## config.mk

```make
export PLATFORM = sky130hd
export DESIGN_NAME = store_buffer_flat
export DESIGN_NICKNAME = d
export VERILOG_FILES = /design/src/rtl/store_buffer_pkg.sv /design/src/rtl/store_buffer_if.sv /design/src/rtl/store_buffer_fifo.sv /design/src/rtl/store_buffer.sv /design/src/flat_wrapper.sv
export SDC_FILE = /design/constraint.sdc
export NUM_CORES = 1
export LEC_CHECK = 0
export ABC_CLOCK_PERIOD_IN_PS = 8400
export CAP_MARGIN = 30
export CORE_ASPECT_RATIO = 0.7
export CORE_UTILIZATION = 30
export CTS_BUF_LIST = sky130_fd_sc_hd__clkbuf_4 sky130_fd_sc_hd__clkbuf_8
export CTS_CLUSTER_DIAMETER = 120
export DETAILED_ROUTE_END_ITERATION = 8
export GPL_TIMING_DRIVEN = 0
export PLACE_DENSITY = 0.54
export SKIP_LAST_GASP = 1
export SYNTH_ARGS = -nofsm -noshare
export SYNTH_HDL_FRONTEND = slang
export SYNTH_SLANG_ARGS = --single-unit
```

## constraint.sdc

```tcl
create_clock -name clk -period 8.4 [get_ports clk]
set_input_delay 0.84 -clock clk [delete_from_list [all_inputs] [get_ports clk]]
set_output_delay 0.84 -clock clk [all_outputs]
set_load 0.05 [all_outputs]
```

## src/rtl/store_buffer_pkg.sv

```systemverilog
// Shared types for the data-bus store buffer.
// Holds the dbus request/response payloads (reused unchanged from the core),
// the buffered store entry layout, drain FSM state encoding and default depth.
package store_buffer_pkg;

   localparam int unsigned SB_DEPTH = 4;
   localparam int unsigned ADDR_W   = 32;
   localparam int unsigned DATA_W   = 32;
   localparam int unsigned STRB_W   = 4;
   localparam int unsigned SIZE_W   = 3;

   typedef logic [SIZE_W-1:0] msize_t;

   typedef struct packed {
      logic              valid;
      logic [ADDR_W-1:0] addr;
      msize_t            size;
      logic [STRB_W-1:0] strobe;
      logic [DATA_W-1:0] data;
   } dbus_req_t;

   typedef struct packed {
      logic              addr_ok;
      logic              data_ok;
      logic [DATA_W-1:0] data;
   } dbus_resp_t;

   typedef struct packed {
      logic [ADDR_W-1:0] addr;
      msize_t            size;
      logic [STRB_W-1:0] strobe;
      logic [DATA_W-1:0] data;
   } sb_entry_t;

   typedef enum logic [2:0] {
      IDLE,
      S_REQ,
      S_WAIT,
      L_REQ,
      L_WAIT
   } sb_state_t;

   // Capture the store fields of a request into an entry.
   function automatic sb_entry_t req_to_entry(input dbus_req_t r);
      sb_entry_t e;
      e.addr   = r.addr;
      e.size   = r.size;
      e.strobe = r.strobe;
      e.data   = r.data;
      return e;
   endfunction

   // Turn a buffered entry back into a valid memory request.
   function automatic dbus_req_t entry_to_req(input sb_entry_t e);
      dbus_req_t r;
      r.valid  = 1'b1;
      r.addr   = e.addr;
      r.size   = e.size;
      r.strobe = e.strobe;
      r.data   = e.data;
      return r;
   endfunction

endpackage

```

## src/rtl/store_buffer_if.sv

```systemverilog
// Bus bundle around the store buffer.
//   creq  : MMU -> buffer request      cresp : buffer -> MMU response
//   dreq  : buffer -> memory request   dresp : memory -> buffer response
// Modport slave is the store buffer's view; master is the environment
// (MMU plus memory) driving it.
interface store_buffer_if;
   import store_buffer_pkg::*;

   dbus_req_t  creq;
   dbus_resp_t cresp;
   dbus_req_t  dreq;
   dbus_resp_t dresp;

   modport slave (
      input  creq,
      input  dresp,
      output cresp,
      output dreq
   );

   modport master (
      output creq,
      output dresp,
      input  cresp,
      input  dreq
   );

endinterface

```

## src/rtl/store_buffer_fifo.sv

```systemverilog
// Store entry storage for the store buffer: circular queue with head/tail
// pointers, occupancy count and per-entry valid bits.
// Ports: clk, reset (sync, active-high), push/push_entry, pop, head_entry,
// count, full, empty. With SB_LOAD_BYPASS_EN defined it also exposes a word
// address probe (probe_waddr -> probe_hit_c) compared against every valid entry.
module sb_fifo
   import store_buffer_pkg::*;
#(
   parameter int unsigned DEPTH = SB_DEPTH,
   parameter int unsigned CNT_W = $clog2(DEPTH) + 1
) (
   input  logic             clk,
   input  logic             reset,
   input  logic             push,
   input  sb_entry_t        push_entry,
   input  logic             pop,
   output sb_entry_t        head_entry,
   output logic [CNT_W-1:0] count,
   output logic             full,
   output logic             empty
`ifdef SB_LOAD_BYPASS_EN
   ,
   input  logic [ADDR_W-3:0] probe_waddr,
   output logic              probe_hit_c
`endif
);

   localparam int unsigned PTR_W = $clog2(DEPTH);

   sb_entry_t        mem_q [DEPTH];
   logic [DEPTH-1:0] valid_q;
   logic [PTR_W-1:0] head_q;
   logic [PTR_W-1:0] tail_q;
   logic [CNT_W-1:0] count_q;
   logic [DEPTH-1:0] push_mask;
   logic [DEPTH-1:0] pop_mask;

   // One-hot slot masks for the valid-bit update.
   always_comb begin
      push_mask         = '0;
      pop_mask          = '0;
      push_mask[tail_q] = push;
      pop_mask[head_q]  = pop;
   end

   // Pointers, count and valid bits; pointers wrap naturally (DEPTH is 2^n).
   always_ff @(posedge clk) begin
      if (reset) begin
         head_q  <= '0;
         tail_q  <= '0;
         count_q <= '0;
         valid_q <= '0;
      end else begin
         if (push) tail_q <= tail_q + PTR_W'(1);
         if (pop)  head_q <= head_q + PTR_W'(1);
         valid_q <= (valid_q & ~pop_mask) | push_mask;
         case ({push, pop})
            2'b10:   count_q <= count_q + CNT_W'(1);
            2'b01:   count_q <= count_q - CNT_W'(1);
            default: count_q <= count_q;
         endcase
      end
   end

   // Payload storage needs no reset; valid bits qualify it.
   always_ff @(posedge clk) begin
      if (push) mem_q[tail_q] <= push_entry;
   end

   assign head_entry = mem_q[head_q];
   assign count      = count_q;
   assign full       = (count_q == CNT_W'(DEPTH));
   assign empty      = (count_q == '0);

`ifdef SB_LOAD_BYPASS_EN
   // Word-address match of a load against every pending store.
   always_comb begin
      probe_hit_c = 1'b0;
      for (int i = 0; i < int'(DEPTH); i++) begin
         if (valid_q[PTR_W'(i)] && (mem_q[PTR_W'(i)].addr[ADDR_W-1:2] == probe_waddr))
            probe_hit_c = 1'b1;
      end
   end
`endif

endmodule

```

## src/rtl/store_buffer.sv

```systemverilog
// Posted-write store buffer between the MMU execute unit and the core dbus.
// Stores are acknowledged as soon as they are buffered; a drain FSM writes
// them to memory in order and also issues loads, ordered against stores.
// Ports: clk, reset (sync, active-high), bus (store_buffer_if.slave carrying
// creq/cresp/dreq/dresp), sb_empty, sb_full, sb_count.
// Optional: SB_LOAD_BYPASS_EN lets loads overtake pending stores to other
// word addresses; undefined keeps strict program order.
module store_buffer
   import store_buffer_pkg::*;
#(
   parameter  int unsigned DEPTH = SB_DEPTH,
   localparam int unsigned CNT_W = $clog2(DEPTH) + 1
) (
   input  logic             clk,
   input  logic             reset,
   store_buffer_if.slave    bus,
   output logic             sb_empty,
   output logic             sb_full,
   output logic [CNT_W-1:0] sb_count
);

   sb_state_t  state_q;
   dbus_req_t  dreq_q;
   dbus_resp_t cresp_c;
   sb_entry_t  head_entry;
   logic       fifo_empty;
   logic       is_store_c;
   logic       is_load_c;
   logic       push_c;
   logic       pop_c;
   logic       load_ok_c;

   assign is_store_c = bus.creq.valid && (bus.creq.strobe != '0);
   assign is_load_c  = bus.creq.valid && (bus.creq.strobe == '0);

   // Full is the registered count, so a same-cycle pop never frees a slot.
   assign push_c = is_store_c && !sb_full && !reset;
   assign pop_c  = ((state_q == S_REQ) && bus.dresp.addr_ok && bus.dresp.data_ok) ||
                   ((state_q == S_WAIT) && bus.dresp.data_ok);

`ifdef SB_LOAD_BYPASS_EN
   logic probe_hit_c;

   sb_fifo #(.DEPTH(DEPTH), .CNT_W(CNT_W)) u_fifo (
      .clk         (clk),
      .reset       (reset),
      .push        (push_c),
      .push_entry  (req_to_entry(bus.creq)),
      .pop         (pop_c),
      .head_entry  (head_entry),
      .count       (sb_count),
      .full        (sb_full),
      .empty       (fifo_empty),
      .probe_waddr (bus.creq.addr[ADDR_W-1:2]),
      .probe_hit_c (probe_hit_c)
   );

   assign load_ok_c = (state_q == IDLE) && !probe_hit_c;
`else
   sb_fifo #(.DEPTH(DEPTH), .CNT_W(CNT_W)) u_fifo (
      .clk        (clk),
      .reset      (reset),
      .push       (push_c),
      .push_entry (req_to_entry(bus.creq)),
      .pop        (pop_c),
      .head_entry (head_entry),
      .count      (sb_count),
      .full       (sb_full),
      .empty      (fifo_empty)
   );

   assign load_ok_c = (state_q == IDLE) && fifo_empty;
`endif

   // MMU response: zero-latency store ack, load handshake forwarded from memory.
   always_comb begin
      cresp_c = '0;
      if (!reset) begin
         if (push_c) begin
            cresp_c.addr_ok = 1'b1;
            cresp_c.data_ok = 1'b1;
         end
         if ((state_q == L_REQ) && bus.dresp.addr_ok)
            cresp_c.addr_ok = 1'b1;
         if (((state_q == L_REQ) && bus.dresp.addr_ok && bus.dresp.data_ok) ||
             ((state_q == L_WAIT) && bus.dresp.data_ok)) begin
            cresp_c.data_ok = 1'b1;
            cresp_c.data    = bus.dresp.data;
         end
      end
   end

   // Drain FSM with registered memory request; dreq drops once addr_ok is seen.
   always_ff @(posedge clk) begin
      if (reset) begin
         state_q <= IDLE;
         dreq_q  <= '0;
      end else begin
         case (state_q)
            IDLE: begin
               if (is_load_c && load_ok_c) begin
                  state_q <= L_REQ;
                  dreq_q  <= bus.creq;
               end else if (!fifo_empty) begin
                  state_q <= S_REQ;
                  dreq_q  <= entry_to_req(head_entry);
               end
            end
            S_REQ: begin
               if (bus.dresp.addr_ok) begin
                  dreq_q  <= '0;
                  state_q <= bus.dresp.data_ok ? IDLE : S_WAIT;
               end
            end
            S_WAIT: begin
               if (bus.dresp.data_ok) state_q <= IDLE;
            end
            L_REQ: begin
               if (bus.dresp.addr_ok) begin
                  dreq_q  <= '0;
                  state_q <= bus.dresp.data_ok ? IDLE : L_WAIT;
               end
            end
            L_WAIT: begin
               if (bus.dresp.data_ok) state_q <= IDLE;
            end
            default: begin
               state_q <= IDLE;
               dreq_q  <= '0;
            end
         endcase
      end
   end

   assign bus.dreq  = dreq_q;
   assign bus.cresp = cresp_c;
   assign sb_empty  = fifo_empty && (state_q == IDLE);

endmodule

```

## src/flat_wrapper.sv

```systemverilog
// flat-port wrapper written by rule: the top's interface ports become plain ports
module store_buffer_flat import store_buffer_pkg::*;
#(
   parameter  int unsigned DEPTH = SB_DEPTH,
   localparam int unsigned CNT_W = $clog2(DEPTH) + 1
)
  (clk, reset, sb_empty, sb_full, sb_count, bus_creq, bus_dresp, bus_cresp, bus_dreq);
  store_buffer_if bus_i ();
  input  logic clk;
  input  logic reset;
  output logic sb_empty;
  output logic sb_full;
  output logic [CNT_W-1:0] sb_count;
  input wire logic [$bits(bus_i.creq)-1:0] bus_creq;
  input wire logic [$bits(bus_i.dresp)-1:0] bus_dresp;
  output wire logic [$bits(bus_i.cresp)-1:0] bus_cresp;
  output wire logic [$bits(bus_i.dreq)-1:0] bus_dreq;
  assign bus_i.creq = bus_creq;
  assign bus_i.dresp = bus_dresp;
  assign bus_cresp = bus_i.cresp;
  assign bus_dreq = bus_i.dreq;
  store_buffer #(.DEPTH(DEPTH)) u_core (.clk(clk), .reset(reset), .bus(bus_i), .sb_empty(sb_empty), .sb_full(sb_full), .sb_count(sb_count));
endmodule
```

==> results of run 1 <==
## state kept, by name (all words and copies together), names as in the netlist, named ones only
| signal | count |
|---|---|
| u_core.bus.dreq | 72 |
| u_core.state_q | 3 |
| u_core.u_fifo.count | 3 |
| u_core.u_fifo.head_q | 2 |
| u_core.u_fifo.mem_q | 284 |
| u_core.u_fifo.tail_q | 2 |
## stage by stage
step                      hold slack, ns  setup WS [ns]  power, uW
after floorplan                    0.490           4.55       3210
after global placement             0.437           2.44       3720
after detailed placement           0.442           4.02       3730
after CTS                          0.453           4.00       5460
after global routing               0.471           3.89       5630
final                              0.447           4.05       5370
## worst max-delay path, stage by stage
cell	delay, ns
clkdlybuf4s50_1	0.58
nor4_2	0.12
nor4b_2	0.69
inv_1	0.23
o21ai_0	0.13
clkdlybuf4s50_1	0.89
## metal layers
metal / global-route usage / vias up / wire length (um)
met5: 0 / - / 25
met4: 0.0386 / 4 / 607
met3: 0.0398 / 66 / 2260
met2: 0.223 / 260 / 15900
met1: 0.207 / 4175 / 16200
li1: - / 3721 / -
## path summary, 6_finish.rpt
| kind | depth (start not counted) | to | startpoint |
|---|---|---|---|
| max | 6 | bus_cresp[33] | bus_creq[32] |
| min reg2reg | 2 | u_core.bus.dreq[6] | u_core.bus.dreq[6] |
| min | 2 | u_core.bus.dreq[6] | u_core.bus.dreq[6] |
| max reg2reg | 9 | u_core.u_fifo.count[2] | u_core.u_fifo.count[0] |
## power by group through the flow
stage | combinational [uW] | clock, uW | sequential, uW
after detailed placement | 1480 | 0 | 2250
after global placement | 1460 | 0 | 2260
after CTS | 1490 | 1750 | 2220
after global routing | 1560 | 1830 | 2230
final | 1460 | 1690 | 2220
after floorplan | 599 | 0 | 2610
## area by class of cell
| type | count | area [sq um] |
|---|---|---|
| multi-input combinational | 349 | 3590 |
| sequential | 368 | 10200 |
| fill | 4211 | 27300 |
| timing repair buffer | 221 | 2280 |
| buffer | 53 | 253 |
| clock inverter | 16 | 181 |
| clock buffer | 94 | 1140 |
| antenna | 1 | 2.50 |
| tap | 603 | 754 |
| inverter | 10 | 37.5 |
## logic make-up (layout without fill, tap and decap cells)
group	count (synthesis)	count (layout)	synth area share
muxes	71	71	0.114
xor gates and xnor gates	5	5	0.00311
adders and majority gates	6	6	0.00587
buffers and inverters	63	394	0.0206
and+or+nand+nor	159	159	0.0635
other	0	1	0
DFF	368	368	0.725
AOI/OAI and AO/OA	108	108	0.0681
## synthesized netlist by cell type, types with 2 or more instances
cell	count
and2_1	52
nand2_1	46
ha_1	5
and3_1	32
a221o_1	16
or3_1	2
o21ai_0	22
edfxtp_1	284
a32oi_1	20
inv_1	10
dfxtp_1	84
buf_6	5
xnor2_1	3
a22o_1	4
nand2b_1	3
a21oi_1	6
clkbuf_1	34
nor3_1	3
buf_2	13
nor2_1	8
xor2_1	2
a221o_2	31
mux4_2	71
==> metrics.md, run 1 <==
| Metric | Value |
|---|---|
| Result of the run | finished, violations left |
| Failing checks | design-rule violations |
| Dpl hpwl | around 22 mm |
| Worst slew margin | 0.369 |
| Congestion Overflow GR | 0 |
| Number of instances in the synthesized netlist | 780 |
| CP endpoint kind | output pin |
| Layout cells sized above 1 | 0.221 |
| Number of standard-cell rows in the floorplan | 65 |
| Post-detailed-route DRC marker count | 18 |
| Post-route fraction of the period consumed by the critical path | 0.517 |
| Utilization after layout | 0.404 |
| Most used flip-flop cell after synthesis | edfxtp_1 |
| Overall Global Routing Usage | 0.147 |
| Effective utilization at floorplan | 0.308 |
| Number of slew-limit violations in the final report | 0 |
| Yosys top cell area share | 0.606 |
| R2R setup slack | between 5 and 6 ns |
| # hold bufs at CTS | 0 |
| Library cell occupying the most area in the post-synthesis netlist | edfxtp_1 |
| Via-per-instance ratio | 4.80 |
| Post-synthesis to final-layout area growth | 31.1% |
| Total of endpoints with negative setup slack in the final report | 0 |
| Startpoint type of the worst setup path | input port |
| Num CTS Buffers | 58 |
| Commonest non-fill, non-tap cell in the layout | edfxtp_1 |
| Proportion of register bits with asynchronous set or reset after synthesis | 0 |
| Number of non-filler instances in the completed layout | approximately 1700 |
| Commonest non-fill, non-tap cells in the layout | edfxtp_1 (284), clkdlybuf4s50_1 (217), dfxtp_1 (84) |
| Net Sw Power | 1690 uW |
| Setup TNS | 0 ns |
| Post-CTS Resized | 0 |
| Global-route wire length before repair | 52.5 mm |
| Clk Tree Root Cell | clkbuf_8 |
| Count of distinct cell types in the synthesized netlist | 47 |
| Area of the mapped netlist | 14100 sq um |
| Worst min path class | flop to flop |
| Number of levels in the clock H-tree | 2 |
| Via count of the first global-routing pass | approximately 8600 |
| CTS sink cnt | 368 |
| Worst-margin pin slew | 0.941 ns |
| Sequential fraction of the synthesis area | 0.725 |
| Die Height | 183 um |
| Leakage | 0.00613 uW |
| Worst vdd rail ir drop | ~0.11 mV |
| Worst-path clk slew | 0.06 ns |
| Antenna viol nets, final | 0 |
| Synthesized area per cell | about 18 sq um |
| FF+latch count, synth | about 370 |
| Number of antenna violations at the first check in global routing | 3 |
| Maxcap violations | 0 |
| DR pass1 iterations | 9 |
| Setup clock skew after layout | between 0.02 and 0.03 ns |
| CTS tree | yes |
| Max Fclk | about 230 MHz |
| Synth area leaders | edfxtp_1 (61%), dfxtp_1 (12%), mux4_2 (11%), a221o_2 (2.5%), and2_1 (2.3%) |
| DIE AREA | 47800 sq um |
| Net Sw Frac | 0.315 |
| Maximum number of buffers from clock root to sink | 3 |
| Required time reported for the critical path endpoint | between 7 and 8 ns |
| Logic gate share of total power | 0.272 |
| Count of yosys warnings during synthesis | 0 |
| Clk network pwr share | 0.315 |
| DR vias | about 8200 |
| CP Class | input port to output pin |
| WP data arrival | around 3.5 ns |
| Clock latency on the worst-skew pair | 0.61 ns |
| Largest net degree at the start of global routing | 49 |
| RSZ-0062 raised after global routing | false |
| Cell Count Post-Placement | 1604 |
| Nets in the synthesized netlist | ~890 |
| Routability congestion estimate | roughly 0.73 |
| Int Power | around 3700 uW |
| Total core area | between 40000 and 50000 sq um |
| Highest net fanout along the worst path | 8 |
| WL final | about 35 mm |
| Number of failing hold endpoints at the final stage | 0 |
| Post-CTS Setup Repair Bufs | 0 |
| Min Tclk post-route | 4.35 ns |
| Net count of the finished layout | between 1000 and 1500 |
| Post-route cell area | 18500 sq um |
| DRC marker count from the first detailed-route iteration | about 530 |
| Pwr Density | 291 nW/um^2 |
| Number of I/O port buffers | between 200 and 250 |
| Boundary pin count | approximately 220 |
| Placed cell areas | roughly 17000 sq um |
| Die outline width | around 260 um |
| Number of synthesized flops with an enable pin | about 280 |
| Routed wire length per instance | about 20 um |
| Power share of the sequential group | 0.412 |
(Power assumes the default switching activity.)
==> run 2, diff against run 1 <==
--- a/config.mk
+++ b/config.mk
@@ -5,7 +5,7 @@
 export SDC_FILE = /design/constraint.sdc
 export NUM_CORES = 1
 export LEC_CHECK = 0
-export ABC_CLOCK_PERIOD_IN_PS = 8400
+export ABC_CLOCK_PERIOD_IN_PS = 3500
 export CAP_MARGIN = 30
 export CORE_ASPECT_RATIO = 0.7
 export CORE_UTILIZATION = 30
@@ -13,7 +13,7 @@
 export CTS_CLUSTER_DIAMETER = 120
 export DETAILED_ROUTE_END_ITERATION = 8
 export GPL_TIMING_DRIVEN = 0
-export PLACE_DENSITY = 0.54
+export PLACE_DENSITY = 0.55
 export SKIP_LAST_GASP = 1
 export SYNTH_ARGS = -nofsm -noshare
 export SYNTH_HDL_FRONTEND = slang
==> constraint.sdc (replaced) <==
create_clock -name clk -period 3.5 [get_ports clk]
set_input_delay 0.35 -clock clk [delete_from_list [all_inputs] [get_ports clk]]
set_output_delay 0.35 -clock clk [all_outputs]
set_load 0.05 [all_outputs]
==> metrics.md, run 2 (same netlist as run 1, synthesis figures left out) <==
| Metric | Value |
|---|---|
| WP data arrival | 2.98 ns (was 3.51 ns) |
| Commonest non-fill, non-tap cell in the layout | edfxtp_1 (unchanged) |
| Global-route wire length before repair | 52.2 mm (was 52.5 mm) |
| Max Fclk | about 300 MHz |
| Number of standard-cell rows in the floorplan | 65 (unchanged) |
| Overall Global Routing Usage | 0.146 (was 0.147) |
| Layout cells sized above 1 | 0.239 (was 0.221) |
| Die Height | 183 um (unchanged) |
| RSZ-0062 raised after global routing | true (was false) |
| Largest net degree at the start of global routing | 43 (was 49) |
| Num CTS Buffers | 58 (unchanged) |
| Worst-margin pin slew | 0.910 ns (was 0.941 ns) |
| Total core area | 45700 sq um (unchanged) |
| Clk Tree Root Cell | clkbuf_8 (unchanged) |
| Failing checks | design-rule violations (unchanged) |
| Required time reported for the critical path endpoint | 3.15 ns (was 7.56 ns) |
| Total of endpoints with negative setup slack in the final report | 0 (unchanged) |
| Total of fill cells in the finished design | 4173 (was 4211) |
| Post-route fraction of the period consumed by the critical path | 0.951 |
| Boundary pin count | 219 (unchanged) |
| Flip-flop count of the largest register, all copies and words added | 284 (unchanged) |
| Highest net fanout along the worst path | 10 (was 8) |
| Routability congestion estimate | 0.700 (was 0.730) |
| Number of failing hold endpoints at the final stage | 0 (unchanged) |
| Via-per-instance ratio | 4.76 (was 4.80) |
| Antenna viol nets, final | 0 (unchanged) |
| Maxcap violations | 0 (unchanged) |
| Post-CTS Setup Repair Bufs | 0 (unchanged) |
| Post-synthesis to final-layout area growth | 30.3% (was 31.1%) |
| Congestion Overflow GR | 0 (unchanged) |
| Sum of internal, switching and leakage power | 12700 uW (was 5370 uW) |
| Cell Count Post-Placement | 1604 (unchanged) |
| Worst min path class | input port to flop (was flop to flop) |
| Die outline width | 261 um (unchanged) |
| Via count of the first global-routing pass | 8553 (was 8550) |
| CTS sink cnt | 368 (unchanged) |
| Worst vdd rail ir drop | 0.225 mV (was 0.110 mV) |
| Routed wire length per instance | 20.3 um (was 20.4 um) |
| Maximum number of buffers from clock root to sink | 3 (unchanged) |
| Sequential cell area | 10200 sq um (unchanged) |
| Post-detailed-route DRC marker count | 10 (was 18) |
| Number of non-filler instances in the completed layout | 1714 (was 1715) |
| DIE AREA | 47800 sq um (unchanged) |
| Setup clock skew after layout | 0.0201 ns (was 0.0265 ns) |
| Min Tclk post-route | approximately 3.3 ns |
| Commonest non-fill, non-tap cells in the layout | edfxtp_1 (284), clkdlybuf4s50_1 (186), dfxtp_1 (84) (was edfxtp_1 (284), clkdlybuf4s50_1 (217), dfxtp_1 (84)) |
| Worst-path clk slew | 0.06 ns (about the same) |
| Net count of the finished layout | 1175 (unchanged) |
| Pwr Density | 694 nW/um^2 (was 291 nW/um^2) |
| CP Class | flop to output pin (was input port to output pin) |
| DRC marker count from the first detailed-route iteration | 534 (unchanged) |
| Number of I/O port buffers | 217 (unchanged) |
| Number of slew-limit violations in the final report | 0 (unchanged) |
| Number of antenna diodes | 0 (was 1) |
| Post-route cell area | 18300 sq um (was 18500 sq um) |
| Number of antenna violations at the first check in global routing | 3 (unchanged) |
| Register bank with the most flops | u_core.u_fifo.mem_q (unchanged) |
| Setup TNS | 0 ns (unchanged) |
| CTS tree | yes (unchanged) |
| WL final | 34.8 mm (was 35.0 mm) |
| Result of the run | finished, violations left (unchanged) |
| DR pass1 iterations | 6 (was 9) |
| Clock latency on the worst-skew pair | 0.59 ns (was 0.61 ns) |
| Utilization after layout | 0.401 (was 0.404) |
| Area occupied by multi-input gates | 3610 sq um (was 3590 sq um) |
| Worst slew margin | 0.393 (was 0.369) |
| Effective utilization at floorplan | 0.308 (unchanged) |
| Startpoint type of the worst setup path | flop (was input port) |
| DR vias | 8154 (was 8226) |
| Leakage | 0.00621 uW (was 0.00613 uW) |
| Number of levels in the clock H-tree | 2 (unchanged) |
| Placed cell areas | 17100 sq um (about the same) |
| Dpl hpwl | 22.1 mm (was 22.5 mm) |
| CP endpoint kind | output pin (unchanged) |
==> run 2: area by class of cell <==
| class | instances | share of cell area |
|---|---|---|
| Inverter | 10 | 0.00205 |
| Tap cell | 603 | 0.0411 |
| Clock buffer | 91 | 0.0618 |
| Sequential cell | 368 | 0.557 |
| Timing Repair Buffer | 221 | 0.120 |
| Clock inverter | 19 | 0.00784 |
| Multi-Input combinational cell | 349 | 0.197 |
| Buffer | 53 | 0.0138 |
==> run 2: power by group <==
| part | internal, uW | leakage, uW | switching (uW) |
|---|---|---|---|
| Combinational | 1350 | 0.00226 | 2150 |
| Sequential | 5110 | 0.00326 | 207 |
| Clock | 2210 | 0.000691 | 1690 |
==> run 2: metal layers <==
metal | GRT usage | vias up | wire, um
met3 | 0.0358 | 51 | 1890
met5 | 0 | - | 27
met4 | 0.0344 | 4 | 544
met1 | 0.200 | 4162 | 16000
met2 | 0.232 | 218 | 16400
li1 | - | 3719 | -
==> run 2: what timing repair did <==
item,4_1_cts,5_1_grt
gates resized for setup,41,33
endpoints found under the setup margin,30,33
pin swaps,0,0
hold buffers,0,0
==> run 2: critical path: stages, from the launching register on <==
cell,delay (ns)
dfxtp_1,0.45
or3b_1,0.37
clkbuf_1,0.22
a21oi_4,0.33
clkbuf_2,0.29
nand2_1,0.08
nand2_1,0.09
clkdlybuf4s15_1,0.56
==> run 2: final timing paths <==
| kind | from | end | slack [ns] | cells after the start |
|---|---|---|---|---|
| max | u_core.state_q[2] | bus_cresp[32] | 0.17 | 7 |
| min | reset | u_core.u_fifo.tail_q[1] | 0.42 | 2 |
| max reg2reg | u_core.u_fifo.count[0] | u_core.bus.dreq[53] | 1.03 | 6 |
| min reg2reg | u_core.bus.dreq[9] | u_core.bus.dreq[9] | 0.45 | 2 |
==> run 2: stage by stage <==
stage               hold WS [ns]  setup WS, ns
finish                     0.421         0.172
floorplan                  0.449         0.445
global route               0.390       -0.0164
global placement           0.437        -0.451
detailed placement         0.439        0.0823
CTS                        0.333       -0.0547
==> run 3, diff against run 2 <==
--- a/config.mk
+++ b/config.mk
@@ -14,7 +14,9 @@
 export DETAILED_ROUTE_END_ITERATION = 8
 export GPL_TIMING_DRIVEN = 0
 export PLACE_DENSITY = 0.55
+export SKIP_CTS_REPAIR_TIMING = 1
 export SKIP_LAST_GASP = 1
 export SYNTH_ARGS = -nofsm -noshare
 export SYNTH_HDL_FRONTEND = slang
+export SYNTH_HIERARCHICAL = 1
 export SYNTH_SLANG_ARGS = --single-unit
==> metrics.md, run 3 <==
| Metric | Value |
|---|---|
| Result of the run | finished clean (was finished, violations left) |
| Synthesized area per cell | 19.2 sq um (was 18.0 sq um) |
| Highest net fanout along the worst path | 4 (was 10) |
| Worst min path class | input port to flop (unchanged) |
| Nets in the synthesized netlist | 850 (was 894) |
| CTS tree | yes (unchanged) |
| Crit-path leading delay family | buffers and inverters (unchanged) |
| Via count of the first global-routing pass | 8121 (was 8553) |
| Synth area leaders | edfxtp_1 (60%), dfxtp_1 (12%), mux4_2 (11%), a221o_1 (4.7%), and2_1 (3.1%) (was edfxtp_1 (61%), dfxtp_1 (12%), mux4_2 (11%), a221o_2 (2.5%), and2_1 (2.3%)) |
| Via-per-instance ratio | 4.65 (was 4.76) |
| Commonest non-fill, non-tap cells in the layout | edfxtp_1 (284), clkdlybuf4s50_1 (188), dfxtp_1 (84) (was edfxtp_1 (284), clkdlybuf4s50_1 (186), dfxtp_1 (84)) |
| DR pass1 iterations | 4 (was 6) |
| Setup TNS | 0 ns (unchanged) |
| Number of instances in the synthesized netlist | 736 (was 780) |
| Pre-CTS WS | 0.127 ns (was 0.0823 ns) |
| Most used flip-flop cell after synthesis | edfxtp_1 (unchanged) |
| Area of the mapped netlist | 14100 sq um (about the same) |
| Proportion of register bits with asynchronous set or reset after synthesis | 0 (unchanged) |
| Worst path max stage delay | 0.85 ns (was 0.56 ns) |
| FF+latch count, synth | 368 (unchanged) |
| Effective utilization at floorplan | 0.304 (was 0.308) |
| CP endpoint kind | output pin (unchanged) |
| Die Height | 184 um (was 183 um) |
| XOR/XNOR Fraction of Synth Area | 0.00371 (was 0.00311) |
| Overall Global Routing Usage | 0.140 (was 0.146) |
| Total of fill cells in the finished design | 4274 (was 4173) |
| Routability congestion estimate | 0.727 (was 0.700) |
| Worst vdd rail ir drop | 0.344 mV (was 0.225 mV) |
| Num CTS Buffers | 56 (was 58) |
| Min Tclk post-route | 3.30 ns (was 3.33 ns) |
| Flip-flop count of the largest register, all copies and words added | 284 (unchanged) |
| Clock latency on the worst-skew pair | 0.61 ns (was 0.59 ns) |
| Cell with the largest stage delay on the worst path | clkdlybuf4s50_1 (was clkdlybuf4s15_1) |
| Sequential fraction of the synthesis area | 0.722 (was 0.725) |
| DR vias | 7792 (was 8154) |
| Number of failing hold endpoints at the final stage | 0 (unchanged) |
| Layout cells sized above 1 | 0.211 (was 0.239) |
| Total of endpoints with negative setup slack in the final report | 0 (unchanged) |
| Number of antenna violations at the first check in global routing | 4 (was 3) |
| Count of distinct cell types in the synthesized netlist | 49 (was 47) |
| Setup clock skew after layout | 0.0340 ns (was 0.0201 ns) |
| Worst slew margin | 0.477 (was 0.393) |
| WP data arrival | 2.95 ns (was 2.98 ns) |
| Dominant cell by count in the synthesized netlist | edfxtp_1 (unchanged) |
| Number of synthesized flops with an enable pin | 284 (unchanged) |
| Yosys top cell area share | 0.603 (was 0.606) |
| Leakage | 0.00677 uW (was 0.00621 uW) |
| Die outline width | 262 um (was 261 um) |
| DIE AREA | 48000 sq um (was 47800 sq um) |
| Max Fclk | 303 MHz (was 300 MHz) |
| DRC marker count from the first detailed-route iteration | 415 (was 534) |
| Maxcap violations | 0 (unchanged) |
| Clk Tree Root Cell | clkbuf_8 (unchanged) |
| Fraction of the mapped netlist area in adder cells | 0.00584 (was 0.00587) |
| Most frequent cells after synthesis | edfxtp_1 (284), dfxtp_1 (84), and2_1 (71), mux4_2 (70), a221o_1 (67) (was edfxtp_1 (284), dfxtp_1 (84), mux4_2 (71), and2_1 (52), nand2_1 (46)) |
| Worst-path clk slew | 0.07 ns (was 0.06 ns) |
| Count of yosys warnings during synthesis | 6 (was 0) |
| Startpoint type of the worst setup path | flop (unchanged) |
| Maximum number of buffers from clock root to sink | 3 (unchanged) |
| Worst-margin pin slew | 0.785 ns (was 0.910 ns) |
| Boundary pin count | 219 (unchanged) |
| Routed wire length per instance | 20.1 um (was 20.3 um) |
| Net count of the finished layout | 1129 (was 1175) |
| Congestion Overflow GR | 0 (unchanged) |
| Synthesized-area fraction occupied by ao, oa, aoi and oai cells | 0.0574 (was 0.0681) |
| Post-route cell area | 18500 sq um (was 18300 sq um) |
| Post-route fraction of the period consumed by the critical path | 0.943 (was 0.951) |
| Post-synthesis simple-gate area fraction | 0.0628 (was 0.0635) |
| Cell breakdown of the critical path | inv_1 > and3_1 > or4b_2 > o31ai_1 > clkdlybuf4s50_1 (was or3b_1 > clkbuf_1 > a21oi_4 > clkbuf_2 > nand2_1 > nand2_1 > clkdlybuf4s15_1) |
| Utilization after layout | 0.398 (was 0.401) |
| Antenna viol nets, final | 0 (unchanged) |
| Number of I/O port buffers | 217 (unchanged) |
| Dpl hpwl | 21.3 mm (was 22.1 mm) |
| Required time reported for the critical path endpoint | 3.15 ns (about the same) |
| Main combinational cell family by area after synthesis | multiplexers (unchanged) |
| Number of standard-cell rows in the floorplan | 66 (was 65) |
| Largest net degree at the start of global routing | 49 (was 43) |
| Least setup slack across all paths after layout | 0.198 ns (was 0.172 ns) |
| Library cell occupying the most area in the post-synthesis netlist | edfxtp_1 (unchanged) |
| WL final | 33.7 mm (was 34.8 mm) |
| Pwr Density | 608 nW/um^2 (was 694 nW/um^2) |
| Share of synthesized area spent on multiplexers | 0.115 (was 0.114) |
| Commonest non-fill, non-tap cell in the layout | edfxtp_1 (unchanged) |
| RSZ-0062 raised after global routing | false (was true) |
| Number of levels in the clock H-tree | 2 (unchanged) |
| CTS sink cnt | 368 (unchanged) |
| Global-route wire length before repair | 50.4 mm (was 52.2 mm) |
| Total core area | 46500 sq um (was 45700 sq um) |
| CP Class | flop to output pin (unchanged) |
| Post-detailed-route DRC marker count | 0 (was 10) |
| Post-synthesis to final-layout area growth | 30.8% (was 30.3%) |
| Register bank with the most flops | u_core/u_fifo/mem_q (was u_core.u_fifo.mem_q) |
| Number of slew-limit violations in the final report | 0 (unchanged) |
| Buffers & Inverters on Critical Path | 2 (was 3) |
| Placed cell areas | 17200 sq um (was 17100 sq um) |
==> run 3: cell count changes after synthesis, sizes merged, moves of 3 or more <==
cell    previous run  this run
o21ai             22         2
nor3b              1         4
nand2             46         5
nor2               8        11
clkbuf            34        12
a221o             47        67
buf               19        37
and2              52        71
a32oi             20         0
mux2i              0         3
==> run 3: per-stage QoR <==
stage | hold slack, ns | power (uW) | cells
global route | 0.0457 | 11700 | 1674
finish | 0.0683 | 11300 | 1675
detailed placement | 0.467 | 7540 | 1569
CTS | 0.0178 | 11400 | 1674
floorplan | 0.449 | 6670 | 736
global placement | 0.470 | 7520 | 1565
==> run 3: worst paths after layout <==
kind                          endpoint  slack, ns                    from  depth (start not counted)
min reg2reg        u_core/bus.dreq[32]       0.49     u_core/bus.dreq[32]                          1
max reg2reg  u_core/u_fifo/mem_q[3][5]       0.47  u_core/u_fifo/count[1]                          6
max                      bus_cresp[33]       0.20  u_core/u_fifo/count[1]                          5
min                  u_core/state_q[1]       0.07                   reset                          2
==> run 3: logic make-up after synthesis <==
| logic type | count (synthesis) |
|---|---|
| mux | 74 |
| flops | 368 |
| compound gates | 84 |
| buf+inv | 58 |
| simple gates | 140 |
| xor+xnor | 6 |
| fa+ha+maj | 6 |
==> run 3: cell type report <==
class	instances	area [sq um]	area share
sequential	368	10200	0.552
multi-input combinational	310	3480	0.188
timing repair buffer	221	2340	0.126
clock buffer	80	1010	0.0544
tap	612	766	0.0414
buffer	50	439	0.0237
clock inverter	25	235	0.0127
inverter	8	30.0	0.00162
antenna	1	2.50	0.000135
==> run 3: layer usage <==
layer  share of wire  GRT usage  wire [um]
met5         0.00036          0         12
met1            0.46      0.194      15600
met2            0.47      0.222      15700
met3           0.054     0.0336       1830
met4           0.016     0.0328        534
==> run 3: report_power, final <==
part           switching (uW)  leakage, uW  internal (uW)
Sequential                138      0.00326           4980
Clock                    1680     0.000645           2160
Combinational            1360      0.00286            942
Total                    3180      0.00677           8080
